<file path="config.mk">
export PLATFORM = sky130hd
export DESIGN_NAME = mem_arbiter_flat
export DESIGN_NICKNAME = d
export VERILOG_FILES = /design/src/rtl/mem_arbiter_if.sv /design/src/rtl/mem_arbiter.sv /design/src/flat_wrapper.sv
export SDC_FILE = /design/constraint.sdc
export NUM_CORES = 1
export LEC_CHECK = 0
export CELL_PAD_IN_SITES_DETAIL_PLACEMENT = 1
export CELL_PAD_IN_SITES_GLOBAL_PLACEMENT = 2
export CORE_ASPECT_RATIO = 0.75
export CORE_MARGIN = 2
export CORE_UTILIZATION = 10
export DETAILED_ROUTE_END_ITERATION = 8
export PLACE_DENSITY_LB_ADDON = 0.25
export SYNTH_ARGS = -nofsm -noshare
export SYNTH_HDL_FRONTEND = slang
export SYNTH_SLANG_ARGS = --single-unit
</file>
<file path="constraint.sdc">
create_clock -name CLK -period 2.1 [get_ports CLK]
set_clock_uncertainty 0.1 [all_clocks]
set_input_delay 0.42 -clock CLK [delete_from_list [all_inputs] [get_ports CLK]]
set_output_delay 0.42 -clock CLK [all_outputs]
set_load 0.01 [all_outputs]
</file>
<file path="src/rtl/mem_arbiter_if.sv">
// Bus bundle between the icache/dcache fill paths, the arbiter and the RAM.
// The slave modport is the arbiter's view; master is the requester/RAM side.
interface mem_arbiter_if #(
  parameter int ADDR_W = 32,
  parameter int DATA_W = 32
);
  // icache fill path
  logic              iREN;
  logic [ADDR_W-1:0] iaddr;
  logic              iwait;
  logic [DATA_W-1:0] iload;

  // dcache fill / writeback path
  logic              dREN;
  logic              dWEN;
  logic [ADDR_W-1:0] daddr;
  logic [DATA_W-1:0] dstore;
  logic              dwait;
  logic [DATA_W-1:0] dload;

  // single-ported RAM
  logic              ram_ren;
  logic              ram_wen;
  logic [ADDR_W-1:0] ram_addr;
  logic [DATA_W-1:0] ram_store;
  logic [DATA_W-1:0] ram_load;
  logic              ram_ready;

  modport slave (
    input  iREN, iaddr, dREN, dWEN, daddr, dstore, ram_load, ram_ready,
    output iwait, iload, dwait, dload, ram_ren, ram_wen, ram_addr, ram_store
  );

  modport master (
    output iREN, iaddr, dREN, dWEN, daddr, dstore, ram_load, ram_ready,
    input  iwait, iload, dwait, dload, ram_ren, ram_wen, ram_addr, ram_store
  );
endinterface

</file>
<file path="src/rtl/mem_arbiter.sv">
// Arbiter for the single-ported RAM shared by the icache and dcache.
// dcache wins by default; after STARVE_MAX consecutive dcache grants that
// complete while the icache is waiting, the icache is forced in next.
// Every grant is followed by one IDLE turnaround cycle.
module mem_arbiter #(
  parameter int ADDR_W     = 32,
  parameter int DATA_W     = 32,
  parameter int STARVE_MAX = 4    // 1..15
) (
  input  logic          CLK,
  input  logic          nRST,
  mem_arbiter_if.slave  bus
);

  typedef enum logic [1:0] {
    IDLE   = 2'd0,
    DGRANT = 2'd1,
    IGRANT = 2'd2
  } state_t;

  localparam logic [3:0] STARVE_LIM = 4'(STARVE_MAX);

  state_t      state, next_state;
  logic [3:0]  starve_cnt, next_cnt;
  logic        d_req;

  logic [ADDR_W-1:0] addr_mux;
  logic [DATA_W-1:0] store_mux;
  logic [DATA_W-1:0] iload_mux;
  logic [DATA_W-1:0] dload_mux;

  assign d_req = bus.dREN | bus.dWEN;

  // State and starvation counter; reset drops any grant in progress at once.
  always_ff @(posedge CLK or negedge nRST) begin
    if (!nRST) begin
      state      <= IDLE;
      starve_cnt <= '0;
    end else begin
      // NOTE: sequential state uses <= so every register samples pre-edge values.
      state      <= next_state;
      starve_cnt <= next_cnt;
    end
  end

  // Next-state and starvation counter update.
  always_comb begin
    // NOTE: defaults first so no path leaves a variable unassigned (no latches).
    next_state = state;
    next_cnt   = starve_cnt;
    unique case (state)
      IDLE: begin
        if (d_req && !(bus.iREN && starve_cnt == STARVE_LIM))
          next_state = DGRANT;
        else if (bus.iREN)
          next_state = IGRANT;
      end
      DGRANT: begin
        // Completion takes precedence over a same-cycle request drop.
        if (bus.ram_ready) begin
          next_state = IDLE;
          if (bus.iREN)
            next_cnt = (starve_cnt >= STARVE_LIM) ? STARVE_LIM : starve_cnt + 4'd1;
          else
            next_cnt = '0;
        end else if (!d_req) begin
          next_state = IDLE;   // aborted: counter left alone
        end
      end
      IGRANT: begin
        if (bus.ram_ready) begin
          next_state = IDLE;
          next_cnt   = '0;
        end else if (!bus.iREN) begin
          next_state = IDLE;
        end
      end
      default: next_state = IDLE;
    endcase
  end

  // Output decode from the current grant; IDLE (and reset) drives everything quiet.
  always_comb begin
    addr_mux    = '0;
    store_mux   = '0;
    iload_mux   = '0;
    dload_mux   = '0;
    bus.ram_ren = 1'b0;
    bus.ram_wen = 1'b0;
    bus.iwait   = 1'b1;
    bus.dwait   = 1'b1;
    unique case (state)
      DGRANT: begin
        addr_mux    = bus.daddr;
        store_mux   = bus.dstore;
        bus.ram_wen = bus.dWEN;
        bus.ram_ren = bus.dREN & ~bus.dWEN;   // write wins over read
        bus.dwait   = ~bus.ram_ready;
        if (bus.ram_ready) dload_mux = bus.ram_load;
      end
      IGRANT: begin
        addr_mux    = bus.iaddr;
        bus.ram_ren = 1'b1;
        bus.iwait   = ~bus.ram_ready;
        if (bus.ram_ready) iload_mux = bus.ram_load;
      end
      default: ;
    endcase
  end

  assign bus.ram_addr  = addr_mux;
  assign bus.ram_store = store_mux;
  assign bus.iload     = iload_mux;
  assign bus.dload     = dload_mux;

endmodule
</file>
<file path="src/flat_wrapper.sv">
// flat-port wrapper written by rule: the top's interface ports become plain ports
module mem_arbiter_flat 
#(
  parameter int ADDR_W     = 32,
  parameter int DATA_W     = 32,
  parameter int STARVE_MAX = 4            
)
  (CLK, nRST, bus_iREN, bus_iaddr, bus_dREN, bus_dWEN, bus_daddr, bus_dstore, bus_ram_load, bus_ram_ready, bus_iwait, bus_iload, bus_dwait, bus_dload, bus_ram_ren, bus_ram_wen, bus_ram_addr, bus_ram_store);
  mem_arbiter_if #(.ADDR_W(ADDR_W), .DATA_W(DATA_W)) bus_i ();
  input  logic CLK;
  input  logic nRST;
  input wire logic [$bits(bus_i.iREN)-1:0] bus_iREN;
  input wire logic [$bits(bus_i.iaddr)-1:0] bus_iaddr;
  input wire logic [$bits(bus_i.dREN)-1:0] bus_dREN;
  input wire logic [$bits(bus_i.dWEN)-1:0] bus_dWEN;
  input wire logic [$bits(bus_i.daddr)-1:0] bus_daddr;
  input wire logic [$bits(bus_i.dstore)-1:0] bus_dstore;
  input wire logic [$bits(bus_i.ram_load)-1:0] bus_ram_load;
  input wire logic [$bits(bus_i.ram_ready)-1:0] bus_ram_ready;
  output wire logic [$bits(bus_i.iwait)-1:0] bus_iwait;
  output wire logic [$bits(bus_i.iload)-1:0] bus_iload;
  output wire logic [$bits(bus_i.dwait)-1:0] bus_dwait;
  output wire logic [$bits(bus_i.dload)-1:0] bus_dload;
  output wire logic [$bits(bus_i.ram_ren)-1:0] bus_ram_ren;
  output wire logic [$bits(bus_i.ram_wen)-1:0] bus_ram_wen;
  output wire logic [$bits(bus_i.ram_addr)-1:0] bus_ram_addr;
  output wire logic [$bits(bus_i.ram_store)-1:0] bus_ram_store;
  assign bus_i.iREN = bus_iREN;
  assign bus_i.iaddr = bus_iaddr;
  assign bus_i.dREN = bus_dREN;
  assign bus_i.dWEN = bus_dWEN;
  assign bus_i.daddr = bus_daddr;
  assign bus_i.dstore = bus_dstore;
  assign bus_i.ram_load = bus_ram_load;
  assign bus_i.ram_ready = bus_ram_ready;
  assign bus_iwait = bus_i.iwait;
  assign bus_iload = bus_i.iload;
  assign bus_dwait = bus_i.dwait;
  assign bus_dload = bus_i.dload;
  assign bus_ram_ren = bus_i.ram_ren;
  assign bus_ram_wen = bus_i.ram_wen;
  assign bus_ram_addr = bus_i.ram_addr;
  assign bus_ram_store = bus_i.ram_store;
  mem_arbiter #(.ADDR_W(ADDR_W), .DATA_W(DATA_W), .STARVE_MAX(STARVE_MAX)) u_core (.CLK(CLK), .nRST(nRST), .bus(bus_i));
endmodule
</file>
==> flow_results.org <==
** Worst setup path
- Crit. End Element :: primary output
- Startpoint type of the worst setup path :: flop
- Stage delay of the slowest cell on the critical path :: about 0.4 ns
- Data on the critical path arrives at its endpoint at approximately 1.7 ns.
- The slowest stage of the critical path is the dfrtp_1 cell.
- CP most frequent cell :: buf_6
- Critical-path cell list :: inv_2, buf_6, ha_4, buf_12, buf_16, buf_6, nor2b_1, buf_2
- Classification of the worst setup path :: reg -> out
- STA puts the critical path data required time at 1.58 ns.
- Critical path peak fanout :: 7

** Floorplan
- Area of the core :: 15400 um^2
- Num rows :: 39
- Die X :: ~150 um
- Die ar. :: around 17000 um^2
- For this design the top-level I/O count stands at between 200 and 300.
- Starting density of the core :: 0.103
- The die is 113 um tall.

** CTS
- In this run the number of H-tree levels came out at 1.
- The number of clock buffers added by TritonCTS is 3.
- TritonCTS built the clock tree.
- CTS saw 6 sinks.
- The clock passes through at most 2 buffers.
- Clock-pin slew reported for the worst setup and hold paths after clock tree synthesis :: 0.03 ns
- The tree is rooted in a clkbuf_16.
- At the later pin of the worst-skew pair, clock insertion delay measures about 0.23 ns.

** Layout
- The library cell used most frequently in the layout, excluding fill and tap cells, is clkdlybuf4s50_1.
- In the final layout, the share of cells above drive strength 1 is 0.431.
- The layout has ~1800 filler cells.
- Compared with the post-synthesis result, the final layout area differs by 217%.
- Measured on the finished design, the core utilization comes to 0.328.
- Sequential cell area :: roughly 150 um^2
- Net count reported at finish :: approximately 670
- Most frequent cells in the layout :: clkdlybuf4s50_1 (132), buf_2 (87), and3_1 (63), buf_6 (32), and2_1 (30)
- The multi-input combinational cells in the finished layout cover a total of 1500 um^2.
- ANT cells :: 0

** Pwr
- IR analysis of the VDD net gives a maximum drop of about 0.35 mV.
- The share of total power dissipated in the clock network is 0.059.
- The share of total power dissipated in combinational logic is 0.907.
- Reg power frac :: 0.034
- The internal portion of the total power is around 3.1 mW.
- Of the total power, the share spent switching nets is 0.399.
- In this run the power density over the cells is slightly above 1000 nW/um^2.
- For this design the static power due to leakage is around 2.5 nW.
- For this design the total switching power over the nets is ~2.1 mW.

** Yosys
- The share of the Yosys chip area taken by registers is 0.0945.
- The number of nets handed over by synthesis was 370.
- Synth unique cells :: 26
- Synthesis handed over a netlist of 231 instances.
- Each instance of the synthesized netlist takes up on average 6.88 um^2.
- After synthesis the netlist holds a flip-flop and latch count of 6.
- Total standard cell area after synthesis :: ~1600 um^2
- Number of warnings issued by yosys :: 0

** Route
- Summing over every cut layer, the via total after detailed routing is around 3000.
- Post-DR wirelength/cell :: between 15 and 20 um
- After detailed routing, the met2 layer carries around 6.6 mm of wire.
- Overall routed net length :: 13.2 mm
- The first routing iteration left between 60 and 70 violations.
- Drt via density :: a little over 4
- Number of nets still failing antenna checks after routing :: 0
- After detailed routing, the number of remaining DRC violations is 0.
- The first TritonRoute pass finished after 4 iterations.
- The routed design uses approximately 1.4 mm of met3 wire.
- For this block, wires on met1 add up to between 5 and 6 mm.
- Top layer used by detailed routing :: met4

** Timing
- Static timing analysis puts the maximum clock frequency at 444 MHz.
- At the pin with the least slew margin, the transition time is about 0.32 ns.
- The routed design could run at a clock period as short as around 2.3 ns.
- The tightest hold path in the finished design has a slack of roughly 0.35 ns.
- Final worst-path cycle share :: 1.07
- The number of max-slew violations in the final report came to 0.
- Setup repair after global routing could not meet its margin everywhere.
- Setup slack on the critical path of the routed design comes to -0.154 ns.
- Slew Limit Headroom :: 0.787
- Setup violations remaining at the end of the flow were counted as 30.
- Hold Vio Cnt, Final :: 0

** Global route
- The via count of the first global-routing pass is 3164.
- In the global route stage, overall resource usage came out at 0.142.
- Largest net degree at the start of global routing :: 54
- GRT overflow :: 0
- The first global-routing pass estimated approximately 19 mm of wire.
- Initial antenna violation count :: 0

** Outcome
- The checks that failed: negative setup slack.
- The run finished, with violations left.

** Placed design
- Port buffer count :: 265
- Weighted congestion at the end of routability-driven global placement :: a little under 0.8
- DPL Wire Length :: 8.99 mm

** Job
- Across the run, the number of max-cap violations was 0.

** Min path
- In this run the worst hold path is classified as in -> async.
-- routing by layer --
metal  up-vias  global-route usage
li1       1426                   -
met1      1378               0.156
met2       163               0.271
met3         6              0.0435
met4         0              0.0267
met5         -                   0
-- critical path, delay by kind of cell, from the launching register on --
family                   cells  cell delay [ns]
adder cells (fa/ha/maj)      1             0.30
AND/OR/NAND/NOR              1             0.10
flip-flops                   1             0.41
buffers and inverters        6             0.69
-- cells by family after synthesis --
logic type | count (synthesis) | share of synthesized area
AOI/OAI and AO/OA | 45 | 0.211
DFF | 6 | 0.0945
adders and majority gates | 5 | 0.0394
buffers and inverters | 34 | 0.107
and+or+nand+nor | 141 | 0.548
-- cell type report --
class                      instances  share of cell area
inverter                           5             0.00372
clock buffer                       3              0.0149
tap                              205              0.0509
multi-input combinational        191               0.297
timing repair buffer             326               0.604
sequential                         6              0.0298
-- stage by stage --
| step | power [mW] | setup TNS, ns | area, um^2 | worst slack (ns) | instances |
|---|---|---|---|---|---|
| after floorplan | 1.58 | 0 | 1590 | 0.313 | 231 |
| after global placement | 3.46 | -12.45 | 4580 | -0.187 | 695 |
| after detailed placement | 3.49 | -17.02 | 4580 | -0.209 | 695 |
| after CTS | 5.08 | -2.29 | 4940 | -0.161 | 732 |
| after global routing | 5.52 | -4.42 | 5040 | -0.216 | 736 |
| final | 5.18 | -2.11 | 5040 | -0.154 | 736 |
-- sequential cells by signal, indices dropped and copies added (netlist names) --
name               count
u_core.state           2
u_core.starve_cnt      4
-- cells in the mapped netlist --
master,count,area (um^2)
o22ai_1,1,6.26
inv_1,5,18.8
o21ai_1,2,10.0
a22o_1,1,8.76
clkbuf_1,10,37.5
o21ai_0,3,15.0
and3b_1,1,8.76
nor2b_1,32,200
buf_6,1,11.3
nor3_2,1,10.0
nor2_1,2,7.51
ha_1,5,62.6
and3_1,64,400
and2_1,34,213
a22oi_1,32,240
buf_4,5,37.5
clkbuf_2,2,10.0
buf_2,11,55.1
a21oi_4,1,16.3
nand2_1,6,22.5
a21oi_1,1,5.00
nand4b_1,1,8.76
dfrtp_1,6,150
a32o_1,1,10.0
o21a_1,2,15.0
o21ai_2,1,8.76
-- what timing repair did --
action | 4_1_cts | 5_1_grt
pin swaps | 7 | 13
gates cloned | 11 | 4
buffers inserted | 24 | 4
hold buffers | 0 | 0
endpoints found under the setup margin | 132 | 116
hold endpoints to repair | 0 | 0
gates resized for setup | 500 | 74
-- power groups by stage --
stage / sequential [mW] / combinational, mW / clock, mW
after global placement: 0.167 / 3.29 / 0
final: 0.178 / 4.70 / 0.304
after detailed placement: 0.173 / 3.32 / 0
after CTS: 0.177 / 4.59 / 0.314
after floorplan: 0.164 / 1.42 / 0
after global routing: 0.181 / 5.02 / 0.318
-- worst paths after layout --
path,slack [ns],depth (start not counted),from,to
max,-0.15,8,u_core.state[0]$_DFFE_PN0P_,bus_ram_addr[16]
min,0.35,1,nRST,u_core.starve_cnt[0]$_DFFE_PN0P_
max reg2reg,0.13,10,u_core.state[1]$_DFFE_PN0P_,u_core.state[0]$_DFFE_PN0P_
min reg2reg,0.42,1,u_core.starve_cnt[0]$_DFFE_PN0P_,u_core.starve_cnt[0]$_DFFE_PN0P_
max in group asynchronous,1.33,1,nRST,u_core.state[1]$_DFFE_PN0P_
min in group CLK,0.42,1,u_core.starve_cnt[0]$_DFFE_PN0P_,u_core.starve_cnt[0]$_DFFE_PN0P_
Note: power is estimated with default switching activity, not from simulation.
